## config.mk

```make
export PLATFORM = sky130hd
export DESIGN_NAME = prog_loader_flat
export DESIGN_NICKNAME = d
export VERILOG_FILES = /design/src/rtl/prog_loader_if.sv /design/src/rtl/prog_loader.sv /design/src/flat_wrapper.sv
export SDC_FILE = /design/constraint.sdc
export NUM_CORES = 1
export LEC_CHECK = 0
export CORE_MARGIN = 2
export CORE_UTILIZATION = 40
export DETAILED_ROUTE_END_ITERATION = 7
export PLACE_DENSITY = 0.72
export SLEW_MARGIN = 20
export SYNTH_ARGS = -nofsm -noshare
export SYNTH_HDL_FRONTEND = slang
export SYNTH_SLANG_ARGS = --single-unit
```

## constraint.sdc

```tcl
create_clock -name clk -period 2.4 [get_ports clk]
set_input_delay 0.24 -clock clk [delete_from_list [all_inputs] [get_ports clk]]
set_output_delay 0.24 -clock clk [all_outputs]
set_load 0.1 [all_outputs]
```

## src/rtl/prog_loader_if.sv

```systemverilog
// Byte-stream handshake plus RAM write port shared between the host side and the loader.
interface prog_loader_if #(
    parameter int unsigned ADDR_WIDTH = 4,
    parameter int unsigned DATA_WIDTH = 8
);
    logic [DATA_WIDTH-1:0] in_data;
    logic                  in_valid;
    logic                  in_ready;
    logic                  ram_we;
    logic [ADDR_WIDTH-1:0] ram_addr;
    logic [DATA_WIDTH-1:0] ram_wdata;

    // Host/byte-source side: offers bytes, observes RAM writes.
    modport master (
        output in_data,
        output in_valid,
        input  in_ready,
        input  ram_we,
        input  ram_addr,
        input  ram_wdata
    );

    // Loader side.
    modport slave (
        input  in_data,
        input  in_valid,
        output in_ready,
        output ram_we,
        output ram_addr,
        output ram_wdata
    );
endinterface

```

## src/rtl/prog_loader.sv

```systemverilog
// Framed byte-stream loader: SYNC, LEN, LEN payload bytes, CHK; writes payload to RAM from
// address 0 and releases the CPU only once the checksum is good.
module prog_loader #(
    parameter int unsigned           ADDR_WIDTH = 4,
    parameter int unsigned           DATA_WIDTH = 8,
    parameter logic [DATA_WIDTH-1:0] SYNC_BYTE  = 8'hA5
) (
    input  logic         clk,
    input  logic         reset,
    prog_loader_if.slave bus,
    output logic         cpu_hold,
    output logic         load_done,
    output logic         load_error
);
    localparam int unsigned CW  = ADDR_WIDTH + 1;
    localparam int unsigned CAP = 1 << ADDR_WIDTH;
    localparam logic [CW-1:0] ONE = CW'(1);

    typedef enum logic [2:0] {StIdle, StLen, StData, StCheck, StDone, StError} state_e;

    state_e                state_q, state_d;
    logic [CW-1:0]         count_q, count_d;
    logic [CW-1:0]         len_q, len_d;
    logic [DATA_WIDTH-1:0] sum_q, sum_d;
    logic                  in_ready_q, in_ready_d;
    logic                  ram_we_q, ram_we_d;
    logic [ADDR_WIDTH-1:0] ram_addr_q, ram_addr_d;
    logic [DATA_WIDTH-1:0] ram_wdata_q, ram_wdata_d;
    logic                  cpu_hold_q, cpu_hold_d;
    logic                  load_done_q, load_done_d;
    logic                  load_error_q, load_error_d;

    logic                  accept;
    logic                  is_sync;
    logic                  len_bad;
    logic [CW-1:0]         count_inc;
    logic [DATA_WIDTH-1:0] sum_inc;

    assign accept    = bus.in_valid && in_ready_q;
    assign is_sync   = (bus.in_data == SYNC_BYTE);
    assign len_bad   = (bus.in_data == '0) || (32'(bus.in_data) > CAP);
    assign count_inc = count_q + ONE;
    assign sum_inc   = sum_q + bus.in_data;

    always_comb begin
        state_d      = state_q;
        count_d      = count_q;
        len_d        = len_q;
        sum_d        = sum_q;
        in_ready_d   = 1'b1;
        ram_we_d     = 1'b0;
        ram_addr_d   = ram_addr_q;
        ram_wdata_d  = ram_wdata_q;
        cpu_hold_d   = cpu_hold_q;
        load_done_d  = load_done_q;
        load_error_d = load_error_q;

        unique case (state_q)
            StIdle, StDone, StError: begin
                // Only a sync byte (re)starts a frame; anything else is swallowed.
                if (accept && is_sync) begin
                    state_d      = StLen;
                    count_d      = '0;
                    sum_d        = '0;
                    load_done_d  = 1'b0;
                    load_error_d = 1'b0;
                    cpu_hold_d   = 1'b1;
                end
            end
            StLen: begin
                if (accept) begin
                    if (len_bad) begin
                        state_d      = StError;
                        load_error_d = 1'b1;
                        cpu_hold_d   = 1'b1;
                    end else begin
                        len_d   = CW'(bus.in_data);
                        state_d = StData;
                    end
                end
            end
            StData: begin
                if (accept) begin
                    ram_we_d    = 1'b1;
                    ram_addr_d  = count_q[ADDR_WIDTH-1:0];
                    ram_wdata_d = bus.in_data;
                    sum_d       = sum_inc;
                    count_d     = count_inc;
                    // Stall the write cycle so at most one byte lands every two cycles.
                    in_ready_d  = 1'b0;
                    if (count_inc == len_q) begin
                        state_d = StCheck;
                    end
                end
            end
            StCheck: begin
                if (accept) begin
                    if (sum_inc == '0) begin
                        state_d     = StDone;
                        load_done_d = 1'b1;
                        cpu_hold_d  = 1'b0;
                    end else begin
                        state_d      = StError;
                        load_error_d = 1'b1;
                        cpu_hold_d   = 1'b1;
                    end
                end
            end
            default: state_d = StIdle;
        endcase
    end

    always_ff @(posedge clk or negedge reset) begin
        if (!reset) begin
            state_q      <= StIdle;
            count_q      <= '0;
            len_q        <= '0;
            sum_q        <= '0;
            in_ready_q   <= 1'b0;
            ram_we_q     <= 1'b0;
            ram_addr_q   <= '0;
            ram_wdata_q  <= '0;
            cpu_hold_q   <= 1'b1;
            load_done_q  <= 1'b0;
            load_error_q <= 1'b0;
        end else begin
            state_q      <= state_d;
            count_q      <= count_d;
            len_q        <= len_d;
            sum_q        <= sum_d;
            in_ready_q   <= in_ready_d;
            ram_we_q     <= ram_we_d;
            ram_addr_q   <= ram_addr_d;
            ram_wdata_q  <= ram_wdata_d;
            cpu_hold_q   <= cpu_hold_d;
            load_done_q  <= load_done_d;
            load_error_q <= load_error_d;
        end
    end

    assign bus.in_ready  = in_ready_q;
    assign bus.ram_we    = ram_we_q;
    assign bus.ram_addr  = ram_addr_q;
    assign bus.ram_wdata = ram_wdata_q;
    assign cpu_hold      = cpu_hold_q;
    assign load_done     = load_done_q;
    assign load_error    = load_error_q;
endmodule
```

## src/flat_wrapper.sv

```systemverilog
// flat-port wrapper written by rule: the top's interface ports become plain ports
module prog_loader_flat 
#(
    parameter int unsigned           ADDR_WIDTH = 4,
    parameter int unsigned           DATA_WIDTH = 8,
    parameter logic [DATA_WIDTH-1:0] SYNC_BYTE  = 8'hA5
)
  (clk, reset, cpu_hold, load_done, load_error, bus_in_data, bus_in_valid, bus_in_ready, bus_ram_we, bus_ram_addr, bus_ram_wdata);
  prog_loader_if #(.ADDR_WIDTH(ADDR_WIDTH), .DATA_WIDTH(DATA_WIDTH)) bus_i ();
  input  logic clk;
  input  logic reset;
  output logic cpu_hold;
  output logic load_done;
  output logic load_error;
  input wire logic [$bits(bus_i.in_data)-1:0] bus_in_data;
  input wire logic [$bits(bus_i.in_valid)-1:0] bus_in_valid;
  output wire logic [$bits(bus_i.in_ready)-1:0] bus_in_ready;
  output wire logic [$bits(bus_i.ram_we)-1:0] bus_ram_we;
  output wire logic [$bits(bus_i.ram_addr)-1:0] bus_ram_addr;
  output wire logic [$bits(bus_i.ram_wdata)-1:0] bus_ram_wdata;
  assign bus_i.in_data = bus_in_data;
  assign bus_i.in_valid = bus_in_valid;
  assign bus_in_ready = bus_i.in_ready;
  assign bus_ram_we = bus_i.ram_we;
  assign bus_ram_addr = bus_i.ram_addr;
  assign bus_ram_wdata = bus_i.ram_wdata;
  prog_loader #(.ADDR_WIDTH(ADDR_WIDTH), .DATA_WIDTH(DATA_WIDTH), .SYNC_BYTE(SYNC_BYTE)) u_core (.clk(clk), .reset(reset), .bus(bus_i), .cpu_hold(cpu_hold), .load_done(load_done), .load_error(load_error));
endmodule
```

==> impl_metrics.tcl, run 1 <==
set metrics [dict create \
    drt_iter0_markers 69 \
    hold_viol 0 \
    fp.dieH_um 77.4 \
    synth-seq-cells 38 \
    drc 0 \
    fmax_ghz 0.443 \
    synth_cells 230 \
    clkSlewWorstSetupHoldPaths_ns 0.07 \
    relSlewSlack 0.437 \
    cts_tree "yes" \
    clock_latency_ns 0.29 \
    num_rows 26 \
    synth_cell_types 54 \
    hp-class "input pin to asynchronous set/reset pin" \
    dr.pass1.iters 4 \
    ant_nets 0 \
    placed_area_um2 2540 \
    min_period_ns 2.25 \
    antenna_cells 0 \
    startpoint "bus_in_data[0]" \
    synthTopCellsByArea "dfrtp_1 43%, nand2_1 8.9%, ha_1 4.6%, nand3_1 4.6%, o21ai_0 3.0%" \
    grt_overflow 0 \
    synthFlopType "dfrtp_1" \
    clkSinkCount 38 \
    synth_top_area_frac 0.430 \
    clockBufferDepth 2 \
    startpoint_type "input pin" \
    path_class "input pin to register" \
    drv_slew 0 \
    via_per_inst 5.25 \
    cts_htree_levels 2 \
    synth.largest_area_cell "dfrtp_1" \
    grt_use_total 0.164 \
    cp-end-kind "register" \
    grt_max_degree 39 \
    wl_per_cell_um 13.4 \
    vias 1795 \
    core_area_um2 5140 \
    ios 28 \
    setup_viol 0 \
    layout.nets 291 \
    yosys_warnings 0 \
    ctsHoldBuffers 0 \
    cp_max_fo 4 \
    portBuffers 27 \
    syn_to_final_growth_pct 22.5 \
    grt_first_pass_wirelength_um 7870 \
    final_area_um2 2640 \
    fillers 483 \
    synth-seq-area-share 0.442 \
    synth.cell_area_um2 2150 \
    place_congestion 0.878 \
    rsz0062_at_grt "false" \
    grt_pass1_vias 1697 \
    cts_made_buffers 5 \
    max-vdd-ir-drop_mv 0.251 \
    wirelength_um 4580 \
    drive_above_1_share 0.213 \
    place_hpwl_um 3480 \
    die-area_um2 5990 \
    synth-edff-count 0 \
    start_util 0.419 \
    die_w_um 77.4 \
    setup_tns_ns 0 \
    synthArstFlopShare 1.00 \
    synth_fp_nets 250 \
    outcome "completed" \
    root_buffer "clkbuf_8" \
    finClkSkew_ns 0.00757 \
    required_ns 2.57 \
    max_cap_viol_count 0 \
    period_share 0.940 \
    worst_slew_pin_slew_ns 0.844 \
    r2r_start "u_core.sum_q[0]" \
    antenna_found_initial 0 \
    crit_arrival_ns 2.42 \
    p_leak_nw 1.28 \
    p_per_area_nw_per_um2 724 \
    avgSynthCellArea_um2 9.36 \
]
final timing paths:
check	slack (ns)	depth (start not counted)	end
min in group clk	0.48	2	u_core.bus.ram_wdata[4]
worst max register to register	0.24	9	u_core.state_q[0]
max in group asynchronous	1.81	1	u_core.sum_q[7]
worst min register to register	0.48	2	u_core.bus.ram_wdata[4]
worst max-delay path	0.15	10	u_core.state_q[0]
worst min-delay path	0.06	1	u_core.state_q[1]
per-stage QoR:
step                 util  hold WS [ns]  power, W  setup WS [ns]  std cells
CTS                 0.509        0.0936   0.00192         0.0370        342
finish              0.513        0.0586   0.00191          0.145        342
global route        0.513         0.131   0.00203        0.00994        342
floorplan               -       -0.0556   0.00130          0.180        230
global placement    0.494         0.404   0.00148         -0.158        334
detailed placement  0.494         0.400   0.00150         -0.260        334
cell usage in the layout (no fill, tap or decap), types with 2 or more instances in the layout:
cell / count
a21oi_1: 5
and4bb_1: 2
buf_4: 33
clkbuf_1: 3
clkbuf_8: 5
clkdlybuf4s50_1: 9
dfrtp_1: 37
ha_1: 8
inv_1: 10
mux2_2: 5
mux2i_1: 3
nand2_1: 51
nand2b_1: 6
nand3_1: 19
nand3_2: 2
nor2_1: 6
nor3_1: 2
nor4_4: 2
o21ai_0: 13
o21ai_1: 3
or3_1: 2
xnor2_1: 6
xor2_1: 6
final cells by class:
| type | count | area (µm²) | area share |
|---|---|---|---|
| Multi-Input combinational cell | 172 | 1130 | 0.430 |
| Sequential cell | 38 | 952 | 0.361 |
| Timing Repair Buffer | 43 | 343 | 0.130 |
| Tap cell | 70 | 87.6 | 0.0332 |
| Clock buffer | 8 | 80.1 | 0.0303 |
| Inverter | 11 | 41.3 | 0.0156 |
flip-flops by register name (all words and copies together) (netlist names):
name and cells:
u_core.bus.in_ready 1, u_core.bus.ram_addr 4, u_core.bus.ram_wdata 8, u_core.bus.ram_we 1, u_core.count_q 5, u_core.cpu_hold 1, u_core.len_q 5, u_core.load_done 1
u_core.load_error 1, u_core.state_q 3, u_core.sum_q 8
repair_timing:
| item | 4_1_cts | 5_1_grt |
|---|---|---|
| resized for setup | 0 | 5 |
| setup buffers | 0 | 0 |
| hold endpoints to repair | 0 | 0 |
| setup endpoints to repair | 0 | 4 |
power by group:
part | total, W | leakage [nW] | internal (W) | switching (W)
combinational | 0.000674 | 0.731 | 0.000275 | 0.000399
sequential | 0.000819 | 0.505 | 0.000733 | 0.0000857
clock | 0.000416 | 0.0395 | 0.000206 | 0.000210
cells by family after synthesis:
group	Yosys count	share of synthesized area
and+or+nand+nor	104	0.249
AOI/OAI and AO/OA	38	0.116
DFF	38	0.442
buffers and inverters	20	0.0401
xor gates and xnor gates	13	0.0564
adders and majority gates	9	0.0558
muxes	8	0.0401
critical path, stage by stage:
cell             delay [ns]
clkdlybuf4s50_1        0.49
ha_1                   0.17
inv_1                  0.06
fa_2                   0.38
nor2b_4                0.14
o211a_1                0.16
o311ai_1               0.12
nor3_1                 0.27
nand3_2                0.15
a22o_1                 0.24
synthesized netlist by cell type, types with 2 or more instances:
cell	instances
mux2i_1	3
nor2_1	6
buf_2	3
and4bb_1	2
xnor2_1	6
nand2b_1	6
or3_1	2
nor3b_1	2
nor2b_1	2
o21ai_1	3
ha_1	8
clkbuf_1	4
o21ai_0	13
nor3_1	2
mux2_2	5
nand3_1	20
nand2_1	51
inv_1	10
nor4_4	2
dfrtp_1	37
xor2_1	6
a21oi_1	5
per-layer routing:
layer | track usage | up-vias | wire length, µm
li1 | - | 876 | -
met1 | 0.198 | 889 | 1990
met2 | 0.296 | 25 | 2420
met3 | 0.0279 | 5 | 122
met4 | 0.0536 | 0 | 48
met5 | 0 | - | 0
Power figures use the tool's default switching activity.
==> inputs of run 2 (changes only) <==
CTS_BUF_LIST = sky130_fd_sc_hd__clkbuf_8   (was not set)
SETUP_SLACK_MARGIN = 0.15   (was not set)
==> run 2 against run 1 <==
  * Setup slack better by 0.15 ns
  * Non-clock buffer count increased by 1
  * Clock power decreased by 2%
  * First-iteration DRC count increased by 20%
  * Combinational power rose by 2%
  * Largest cell class unchanged
  * Final area rose by 0.81%
  * Sequential share of layout area is 0.29 points lower
  * Critical path type unchanged
  * Hold slack better by 0.0032 ns
  * Clock skew down 0.0014 ns
==> impl_metrics.tcl, run 2 (synthesis gave the netlist of run 1 again) <==
set metrics [dict create \
    placed_area_um2 2540 \
    rrSetupSlack_ns 0.31 \
    drive_above_1_share 0.227 \
    ios 28 \
    clockBufferDepth 2 \
    finalPower_w 0.00191 \
    ant_nets 0 \
    layout_commonest_cell "nand2_1" \
    place_hpwl_um 3480 \
    drc 0 \
    core_area_um2 5140 \
    wirelength_um 4610 \
    period_share 0.878 \
    grt_max_degree 39 \
    grt_overflow 0 \
    cp-end-kind "register" \
    clkSinkCount 38 \
    fmax_ghz 0.475 \
    die_w_um 77.4 \
    layout_common_cells "51 x nand2_1, 37 x dfrtp_1, 34 x buf_4" \
    swShare 0.368 \
    num_rows 26 \
    slowest_stage "clkdlybuf4s50_1" \
    switchingPower_w 0.000703 \
    drt_iter0_markers 83 \
    path_class "input pin to register" \
    fp.dieH_um 77.4 \
    min_period_ns 2.11 \
    start_util 0.419 \
    clock_latency_ns 0.29 \
    setup_viol 0 \
    rsz0062_at_grt "false" \
    hold_viol 0 \
    setup_tns_ns 0 \
    max-vdd-ir-drop_mv 0.265 \
    holdWs_ns 0.0618 \
    place_congestion 0.878 \
    required_ns 2.57 \
    root_buffer "clkbuf_8" \
    via_per_inst 5.24 \
    portBuffers 27 \
    outcome "completed" \
    cts_htree_levels 2 \
    antenna_cells 0 \
    path_cells "clkdlybuf4s50_1 -> buf_4 -> ha_1 -> a211oi_2 -> o21bai_1 -> mux2i_1 -> nor3_2 -> nand3_2 -> a22o_1" \
    worst_slew_pin_slew_ns 0.854 \
    cp_max_fo 4 \
    clockPowerShare 0.212 \
    antenna_found_initial 0 \
    hp-class "input pin to asynchronous set/reset pin" \
    final_area_um2 2660 \
    p_per_area_nw_per_um2 719 \
    ctsHoldBuffers 0 \
    layout.nets 292 \
    finClkSkew_ns 0.00613 \
    startpoint_type "input pin" \
    crit_arrival_ns 2.28 \
    drv_slew 0 \
    max_cap_viol_count 0 \
    vias 1796 \
    grt_use_total 0.164 \
    clkSlewWorstSetupHoldPaths_ns 0.07 \
    cts_made_buffers 5 \
    reg2reg_depth 9 \
    intPower_w 0.00121 \
    syn_to_final_growth_pct 23.5 \
    cts_tree "yes" \
    relSlewSlack 0.430 \
    die-area_um2 5990 \
    wl_per_cell_um 13.4 \
    grt_first_pass_wirelength_um 7900 \
    p_leak_nw 1.29 \
    dr.pass1.iters 4 \
    p_seq_frac 0.429 \
    grt_pass1_vias 1701 \
    combPwrFrac 0.359 \
    cpPeakStageDelay_ns 0.42 \
]
run 2: power groups by stage:
stage          sequential (W)  clock, W  combinational, W
2_1_floorplan        0.000947         0          0.000355
3_3_place_gp         0.000829         0          0.000651
3_5_place_dp         0.000833         0          0.000666
4_1_cts              0.000821  0.000414          0.000674
5_1_grt              0.000835  0.000448          0.000748
6_report             0.000820  0.000406          0.000686
run 2: metal layers:
layer / wire length [µm] / up-vias / GRT usage
met2: 2460 / 19 / 0.296
met4: 48 / 0 / 0.0536
met5: 0 / - / 0
li1: - / 879 / -
met3: 107 / 5 / 0.0279
met1: 2000 / 893 / 0.200
run 2: path summary, 6_finish.rpt:
path	from	endpoint
max in group asynchronous	reset	u_core.sum_q[7]
worst min register to register	u_core.bus.ram_wdata[4]	u_core.bus.ram_wdata[4]
min in group clk	bus_in_data[0]	u_core.bus.ram_wdata[0]
worst min-delay path	reset	u_core.state_q[1]
worst max register to register	u_core.sum_q[0]	u_core.state_q[0]
worst max-delay path	bus_in_data[1]	u_core.state_q[0]
run 2: through the flow:
stage	instances	setup WS [ns]	util
floorplan	230	0.180	-
global placement	334	-0.158	0.494
detailed placement	334	-0.260	0.494
CTS	342	0.153	0.512
global route	343	0.133	0.518
finish	343	0.293	0.518
run 2: repair_timing:
| action | 4_1_cts | 5_1_grt |
|---|---|---|
| pin swaps | 4 | 10 |
| setup endpoints to repair | 4 | 4 |
| cloned | 0 | 0 |
| buffers inserted | 0 | 1 |
| gates resized for setup | 5 | 4 |
run 2: worst max-delay path, delay by kind of cell:
family	cells	cell delay [ns]
AO/OA/AOI/OAI	3	0.63
adder cells (fa/ha/maj)	1	0.30
buffers and inverters	2	0.58
multiplexers	1	0.16
AND/OR/NAND/NOR	2	0.36
run 2: final cells by class:
class | instances | area (µm²)
fill | 480 | 2480
multi-input combinational | 172 | 1150
sequential | 38 | 952
timing repair buffer | 44 | 349
tap | 70 | 87.6
clock buffer | 5 | 68.8
inverter | 11 | 41.3
clock inverter | 3 | 11.3
